<file path="config.mk">
export PLATFORM = sky130hd
export DESIGN_NAME = dcache_wb
export DESIGN_NICKNAME = d
export VERILOG_FILES = /design/src/rtl/dcache_pkg.sv /design/src/rtl/dcache_array.sv /design/src/rtl/dcache_wb.sv
export SDC_FILE = /design/constraint.sdc
export NUM_CORES = 2
export LEC_CHECK = 0
export CAP_MARGIN = 25
export CORE_UTILIZATION = 38
export DETAILED_ROUTE_END_ITERATION = 8
export PLACE_DENSITY = 0.62
export SETUP_SLACK_MARGIN = 0.4
export SLEW_MARGIN = 20
export SYNTH_ARGS = -nofsm -noshare
export SYNTH_HDL_FRONTEND = slang
export SYNTH_HIERARCHICAL = 1
export SYNTH_SLANG_ARGS = --single-unit
</file>
<file path="constraint.sdc">
create_clock -name clock -period 15.8 [get_ports clock]
set_input_delay 4.74 -clock clock [delete_from_list [all_inputs] [get_ports clock]]
set_output_delay 4.74 -clock clock [all_outputs]
set_load 0.03 [all_outputs]
</file>
<file path="src/rtl/dcache_pkg.sv">
// rtl/dcache_pkg.sv - shared types, address-split constants and store merge helpers for dcache_wb
package dcache_pkg;

    typedef enum logic [1:0] {
        IDLE = 2'd0,
        WB   = 2'd1,
        FILL = 2'd2,
        DONE = 2'd3
    } state_t;

    localparam int LINES_DEF = 8;
    localparam int WORDS_DEF = 4;
    localparam int OB = $clog2(WORDS_DEF) + 2;
    localparam int IB = $clog2(LINES_DEF);
    localparam int TB = 32 - OB - IB;

    // A byte store replaces only lane addr[1:0] with the low data byte.
    function automatic logic [31:0] byte_merge(
        input logic [31:0] old_word,
        input logic [31:0] new_word,
        input logic        sb,
        input logic [1:0]  lane
    );
        logic [31:0] r_word;
        r_word = old_word;
        if (sb)
            r_word[lane*8 +: 8] = new_word[7:0];
        else
            r_word = new_word;
        return r_word;
    endfunction

    function automatic logic [3:0] byte_en(input logic sb, input logic [1:0] lane);
        logic [3:0] r_be;
        r_be = sb ? (4'b0001 << lane) : 4'b1111;
        return r_be;
    endfunction

endpackage

</file>
<file path="src/rtl/dcache_array.sv">
// rtl/dcache_array.sv - tag/valid/dirty/data storage, one combinational read port, one synchronous write port
module dcache_array #(
    parameter int LINES = 8,
    parameter int WORDS = 4,
    parameter int TW    = 25,
    parameter int IW    = 3,
    parameter int BW    = 2
) (
    input  logic          i_clk,
    input  logic          i_clear,
    input  logic [IW-1:0] i_rd_idx,
    input  logic [BW-1:0] i_rd_word,
    output logic [TW-1:0] o_tag,
    output logic          o_valid,
    output logic          o_dirty,
    output logic [31:0]   o_word,
    input  logic          i_we,
    input  logic [IW-1:0] i_wr_idx,
    input  logic [BW-1:0] i_wr_word,
    input  logic [31:0]   i_wdata,
    input  logic [3:0]    i_be,
    input  logic          i_tag_we,
    input  logic [TW-1:0] i_tag,
    input  logic          i_dirty_set
);

    logic [31:0]   r_data [0:LINES*WORDS-1];
    logic [TW-1:0] r_tag  [0:LINES-1];
    logic [LINES-1:0] r_valid;
    logic [LINES-1:0] r_dirty;

    assign o_tag   = r_tag[i_rd_idx];
    assign o_valid = r_valid[i_rd_idx];
    assign o_dirty = r_dirty[i_rd_idx];
    assign o_word  = r_data[{i_rd_idx, i_rd_word}];

    always_ff @(posedge i_clk) begin
        if (i_we) begin
            for (int b = 0; b < 4; b++) begin
                if (i_be[b])
                    r_data[{i_wr_idx, i_wr_word}][b*8 +: 8] <= i_wdata[b*8 +: 8];
            end
        end
        if (i_tag_we)
            r_tag[i_wr_idx] <= i_tag;
    end

    // Only the status bits are reset; tags and data are meaningless while invalid.
    always_ff @(posedge i_clk) begin
        if (i_clear) begin
            r_valid <= '0;
            r_dirty <= '0;
        end else if (i_tag_we) begin
            r_valid[i_wr_idx] <= 1'b1;
            r_dirty[i_wr_idx] <= 1'b0;
        end else if (i_dirty_set) begin
            r_dirty[i_wr_idx] <= 1'b1;
        end
    end

endmodule

</file>
<file path="src/rtl/dcache_wb.sv">
// rtl/dcache_wb.sv - direct-mapped write-back write-allocate data cache with miss FSM and hit/miss counters
module dcache_wb
    import dcache_pkg::*;
#(
    parameter int LINES          = LINES_DEF,
    parameter int WORDS_PER_LINE = WORDS_DEF,
    parameter int CNT_W          = 16
) (
    input  logic             clock,
    input  logic             reset,
    input  logic [31:0]      cpu_addr,
    input  logic [31:0]      cpu_wdata,
    input  logic             cpu_read,
    input  logic             cpu_write,
    input  logic             cpu_sb,
    output logic [31:0]      cpu_rdata,
    output logic             stall,
    output logic [31:0]      mem_addr,
    output logic [31:0]      mem_wdata,
    output logic             mem_read,
    output logic             mem_write,
    input  logic [31:0]      mem_rdata,
    input  logic             mem_ready,
    output logic [CNT_W-1:0] hit_count,
    output logic [CNT_W-1:0] miss_count
);

    localparam int L_OB = $clog2(WORDS_PER_LINE) + 2;
    localparam int L_IB = $clog2(LINES);
    localparam int L_TB = 32 - L_OB - L_IB;
    localparam int L_BB = L_OB - 2;
    localparam logic [L_BB-1:0] LAST_BEAT = L_BB'(WORDS_PER_LINE - 1);

    state_t            r_state;
    logic [L_BB-1:0]   r_beat;
    logic [L_TB-1:0]   r_tag;
    logic [L_IB-1:0]   r_index;
    logic [CNT_W-1:0]  r_hits;
    logic [CNT_W-1:0]  r_misses;

    logic [L_TB-1:0]   w_cpu_tag;
    logic [L_IB-1:0]   w_cpu_idx;
    logic [L_BB-1:0]   w_cpu_word;
    logic [1:0]        w_lane;
    logic              w_idle;
    logic              w_req;
    logic              w_present;
    logic              w_hit;
    logic              w_miss;
    logic [L_IB-1:0]   w_rd_idx;
    logic [L_BB-1:0]   w_rd_word;
    logic [L_TB-1:0]   w_line_tag;
    logic              w_line_valid;
    logic              w_line_dirty;
    logic [31:0]       w_line_word;
    logic              w_data_we;
    logic [31:0]       w_wdata;
    logic [3:0]        w_be;

    assign w_cpu_tag  = cpu_addr[31:L_OB+L_IB];
    assign w_cpu_idx  = cpu_addr[L_OB+L_IB-1:L_OB];
    assign w_cpu_word = cpu_addr[L_OB-1:2];
    assign w_lane     = cpu_addr[1:0];

    assign w_idle    = (r_state == IDLE);
    assign w_req     = cpu_read | cpu_write;
    assign w_present = w_line_valid && (w_line_tag == w_cpu_tag);
    assign w_hit     = w_idle && w_req && w_present;
    assign w_miss    = w_idle && w_req && !w_present;

    // Outside IDLE the array is addressed by the latched line and the beat counter.
    assign w_rd_idx  = w_idle ? w_cpu_idx  : r_index;
    assign w_rd_word = w_idle ? w_cpu_word : r_beat;

    assign w_data_we = (w_hit && cpu_write) || (r_state == FILL && mem_ready);
    assign w_wdata   = w_idle ? byte_merge(w_line_word, cpu_wdata, cpu_sb, w_lane) : mem_rdata;
    assign w_be      = w_idle ? byte_en(cpu_sb, w_lane) : 4'b1111;

    dcache_array #(
        .LINES (LINES),
        .WORDS (WORDS_PER_LINE),
        .TW    (L_TB),
        .IW    (L_IB),
        .BW    (L_BB)
    ) u_array (
        .i_clk       (clock),
        .i_clear     (reset),
        .i_rd_idx    (w_rd_idx),
        .i_rd_word   (w_rd_word),
        .o_tag       (w_line_tag),
        .o_valid     (w_line_valid),
        .o_dirty     (w_line_dirty),
        .o_word      (w_line_word),
        .i_we        (w_data_we),
        .i_wr_idx    (w_rd_idx),
        .i_wr_word   (w_rd_word),
        .i_wdata     (w_wdata),
        .i_be        (w_be),
        .i_tag_we    (r_state == DONE),
        .i_tag       (r_tag),
        .i_dirty_set (w_hit && cpu_write)
    );

    assign stall      = w_miss || !w_idle;
    assign cpu_rdata  = w_hit ? w_line_word : 32'd0;
    assign mem_write  = (r_state == WB);
    assign mem_read   = (r_state == FILL);
    assign mem_wdata  = (r_state == WB) ? w_line_word : 32'd0;
    assign mem_addr   = (r_state == WB)   ? {w_line_tag, r_index, r_beat, 2'b00} :
                        (r_state == FILL) ? {r_tag,      r_index, r_beat, 2'b00} : 32'd0;
    assign hit_count  = r_hits;
    assign miss_count = r_misses;

    always_ff @(posedge clock) begin
        if (reset) begin
            r_state  <= IDLE;
            r_beat   <= '0;
            r_tag    <= '0;
            r_index  <= '0;
            r_hits   <= '0;
            r_misses <= '0;
        end else begin
            case (r_state)
                IDLE: begin
                    if (w_hit && r_hits != '1)
                        r_hits <= r_hits + 1'b1;
                    if (w_miss) begin
                        if (r_misses != '1)
                            r_misses <= r_misses + 1'b1;
                        r_tag   <= w_cpu_tag;
                        r_index <= w_cpu_idx;
                        r_beat  <= '0;
                        r_state <= (w_line_valid && w_line_dirty) ? WB : FILL;
                    end
                end
                WB: begin
                    if (mem_ready) begin
                        r_beat <= r_beat + 1'b1;
                        if (r_beat == LAST_BEAT)
                            r_state <= FILL;
                    end
                end
                FILL: begin
                    if (mem_ready) begin
                        r_beat <= r_beat + 1'b1;
                        if (r_beat == LAST_BEAT)
                            r_state <= DONE;
                    end
                end
                default: r_state <= IDLE;
            endcase
        end
    end

endmodule

</file>
==> results.yml <==
floorplan:
  rows: 137
  die_area_mm2: 0.143
  die_x_um: 379
  io_pins: 233
  initial_utilization: 0.385
  core_region_area_mm2: 0.140
  dieHeight_um: 379
sta:
  relSlewSlack: 0.235
  fmax_mhz: 67.4
  finalCriticalPeriod_ns: 14.84
  rsz0062_at_grt: "no"
  finalClockSkew_ns: 0.0485
  maxSlewViolCount: 0
  finalCritPeriodShare: 0.939
  hold_violations: 0
  whs_ns: 0.478
  tns_ns: 0
  tightest_slew_ns: 1.15
  setup_viol: 0
clocking:
  root_buffer: "clkbuf_16"
  hold_buffers: 0
  clock_latency_ns: 0.78
  cts_buffer_depth: 3
  cts.repair.resized: 0
  cts.sinks: 1304
  h-tree-depth: 4
  cts_setup_buffers: 0
  clkSlewWorstSetupHoldPaths_ns: 0.06
  cts_tree: "done"
  cts_buffers: 135
critical_path:
  cp_max_fo: 46
  cp.arrival_ns: 10.10
  startpoint_type: "primary input"
  worstPathRequired_ns: 11.06
  path_class: "in2out"
  worst_setup_path_end_kind: "output pin"
  r2r_cells: 15
  cpMaxStageDelayCell: "and3_2"
  cpPeakStageDelay_ns: 0.85
  path_cells: "clkdlybuf4s50_1 > mux2_4 > buf_4 > mux4_2 > mux2_2 > xor2_1 > nor4_1 > and3_2 > and3_2 > and2_1 > clkdlybuf4s50_1"
detailed_routing:
  vias: 30800
  viasPerCell: 5.44
  drc: 0
  first_iter_violations: 3075
  finalWirelength_um: 142000
  first_pass_iters: 5
  wl_per_cell_um: 25.1
  drtAntennaViolNets: 0
cells_and_area:
  nNetsFinal: 3795
  fillCellCount: 12400
  layout.cells.non_filler: 5661
  multi_input_area_mm2: 0.0145
  syn_to_final_growth_pct: 15.6
  seqCellArea_mm2: 0.0384
  final_layout_size_suffix_gt1_frac: 0.107
yosys:
  synth_area_per_cell_um2: 15.6
  synth_most_common_cell: "edfxtp_1"
  synthesis.area_mm2: 0.0539
  postSynth.asyncResetShare: 0
  synth_ff_type: "edfxtp_1"
  yosysTopAreaCell: "edfxtp_1"
  synthCells: 3464
  yosysWarnings: 6
  synth-seq-cells: 1304
  ys_types: 55
  synth_edf_count: 1224
  synth_common_cells: "1224 x edfxtp_1, 542 x mux2i_1, 240 x nor2_1"
  yosysSeqAreaShare: 0.711
  yosys.area.top_type_share: 0.681
  synth.area.top_cells: "edfxtp_1 68%, mux2i_1 10%, dfxtp_1 3.0%"
global_route:
  track_usage: 0.195
  grt_pass1_vias: 29700
  antenna_found_initial: 3
  grt_max_degree: 131
  overflow: 0
  grt_pass1_wl_um: 204000
job:
  maxCapViolCount: 0
hold_path:
  min_path_type: "reg2reg"
  holdPathStages: 2
outcome:
  status: "finished clean"
placement:
  hpwl_um: 87700
  place_congestion: 0.819
  dp_cells: 5413
  port_buffers: 230
power_and_ir_drop:
  vdd_ir_drop_max_mv: 0.110
  cellPowerDensity_mw_per_mm2: 170
  leakagePower_nw: 20.4
routing by layer:
metal  GRT usage  up-vias  wire length (µm)
li1            -    13800                 -
met1       0.272    15600             61000
met2       0.307     1243             65600
met3      0.0404      214             11500
met4      0.0595        2              3840
met5           0        -                14
placed cells by master (no fill, tap or decap), types with 7 or more instances in the layout:
cell type / instances
edfxtp_1: 1224
mux2i_1: 542
nor2_1: 231
clkdlybuf4s50_1: 228
nand2_1: 199
a21oi_1: 175
clkbuf_16: 137
nand3_1: 108
a22oi_1: 96
dfxtp_1: 80
and2_1: 69
mux2_2: 65
a22o_1: 64
buf_4: 52
nor2b_1: 44
nor3_1: 43
mux4_2: 43
o21ai_0: 41
a31oi_1: 33
clkbuf_1: 27
clkinv_1: 25
clkinv_2: 21
nand4_1: 16
xnor2_1: 13
or3_1: 13
ha_1: 13
xor2_1: 12
mux4_1: 11
inv_1: 10
bufinv_16: 9
a221oi_1: 8
nor2_2: 8
and3_1: 8
inv_6: 8
and2_2: 8
or4_1: 7
kinds of logic after synthesis:
logic type                 share of synthesized area
AOI/OAI and AO/OA                             0.0515
xor gates and xnor gates                     0.00406
adders and majority gates                    0.00348
buffers and inverters                         0.0222
DFF                                            0.711
muxes                                          0.138
other                                      0.0000695
and+or+nand+nor                               0.0699
state kept, by name (all words and copies together), names as in the netlist, named ones only:
name / cells
u_array/r_data: 1024
miss_count: 16
u_array/r_tag: 200
r_tag: 25
r_beat: 2
r_state: 2
u_array/r_valid: 8
r_index: 3
hit_count: 16
power breakdown:
part / total, mW / switching [mW] / leakage [nW] / internal (mW)
Combinational: 3.14 / 2.18 / 6.62 / 0.957
Clock: 3.10 / 1.33 / 2.08 / 1.76
Sequential: 4.39 / 0.0495 / 11.7 / 4.34
Total: 10.6 / 3.56 / 20.4 / 7.06
worst paths after layout:
check,slack [ns],from,to
setup / recovery,0.96,cpu_addr[4],cpu_rdata[9]
hold reg to reg,0.48,u_array/r_valid[4],u_array/r_valid[4]
hold / removal,0.48,u_array/r_valid[4],u_array/r_valid[4]
setup reg to reg,7.99,r_state[1],u_array/r_data[29][30]
layout make-up:
class                      instances  area share
antenna                            3    0.000120
clock buffer                     166      0.0571
clock inverter                    75      0.0115
inverter                          10    0.000602
multi-input combinational       1938       0.233
sequential                      1304       0.615
tap                             1876      0.0376
timing repair buffer             289      0.0450
critical path, delay by kind of cell:
| family | cells | cell delay, ns |
|---|---|---|
| mux | 3 | 1.60 |
| xor+xnor | 1 | 0.15 |
| buf+inv | 3 | 1.62 |
| simple gates | 4 | 1.87 |
stage by stage:
| stage | power, mW | utilization | cell area (µm²) | setup slack [ns] |
|---|---|---|---|---|
| after CTS | 10.7 | 0.444 | 62300 | 0.972 |
| final | 10.6 | 0.445 | 62400 | 0.961 |
| after global placement | 7.54 | 0.413 | 58000 | 1.05 |
| after floorplan | 6.41 | - | 54000 | 3.37 |
| after global routing | 11.0 | 0.445 | 62300 | 0.736 |
| after detailed placement | 7.59 | 0.414 | 58000 | 0.975 |
Note: power is estimated with default switching activity, not from simulation.
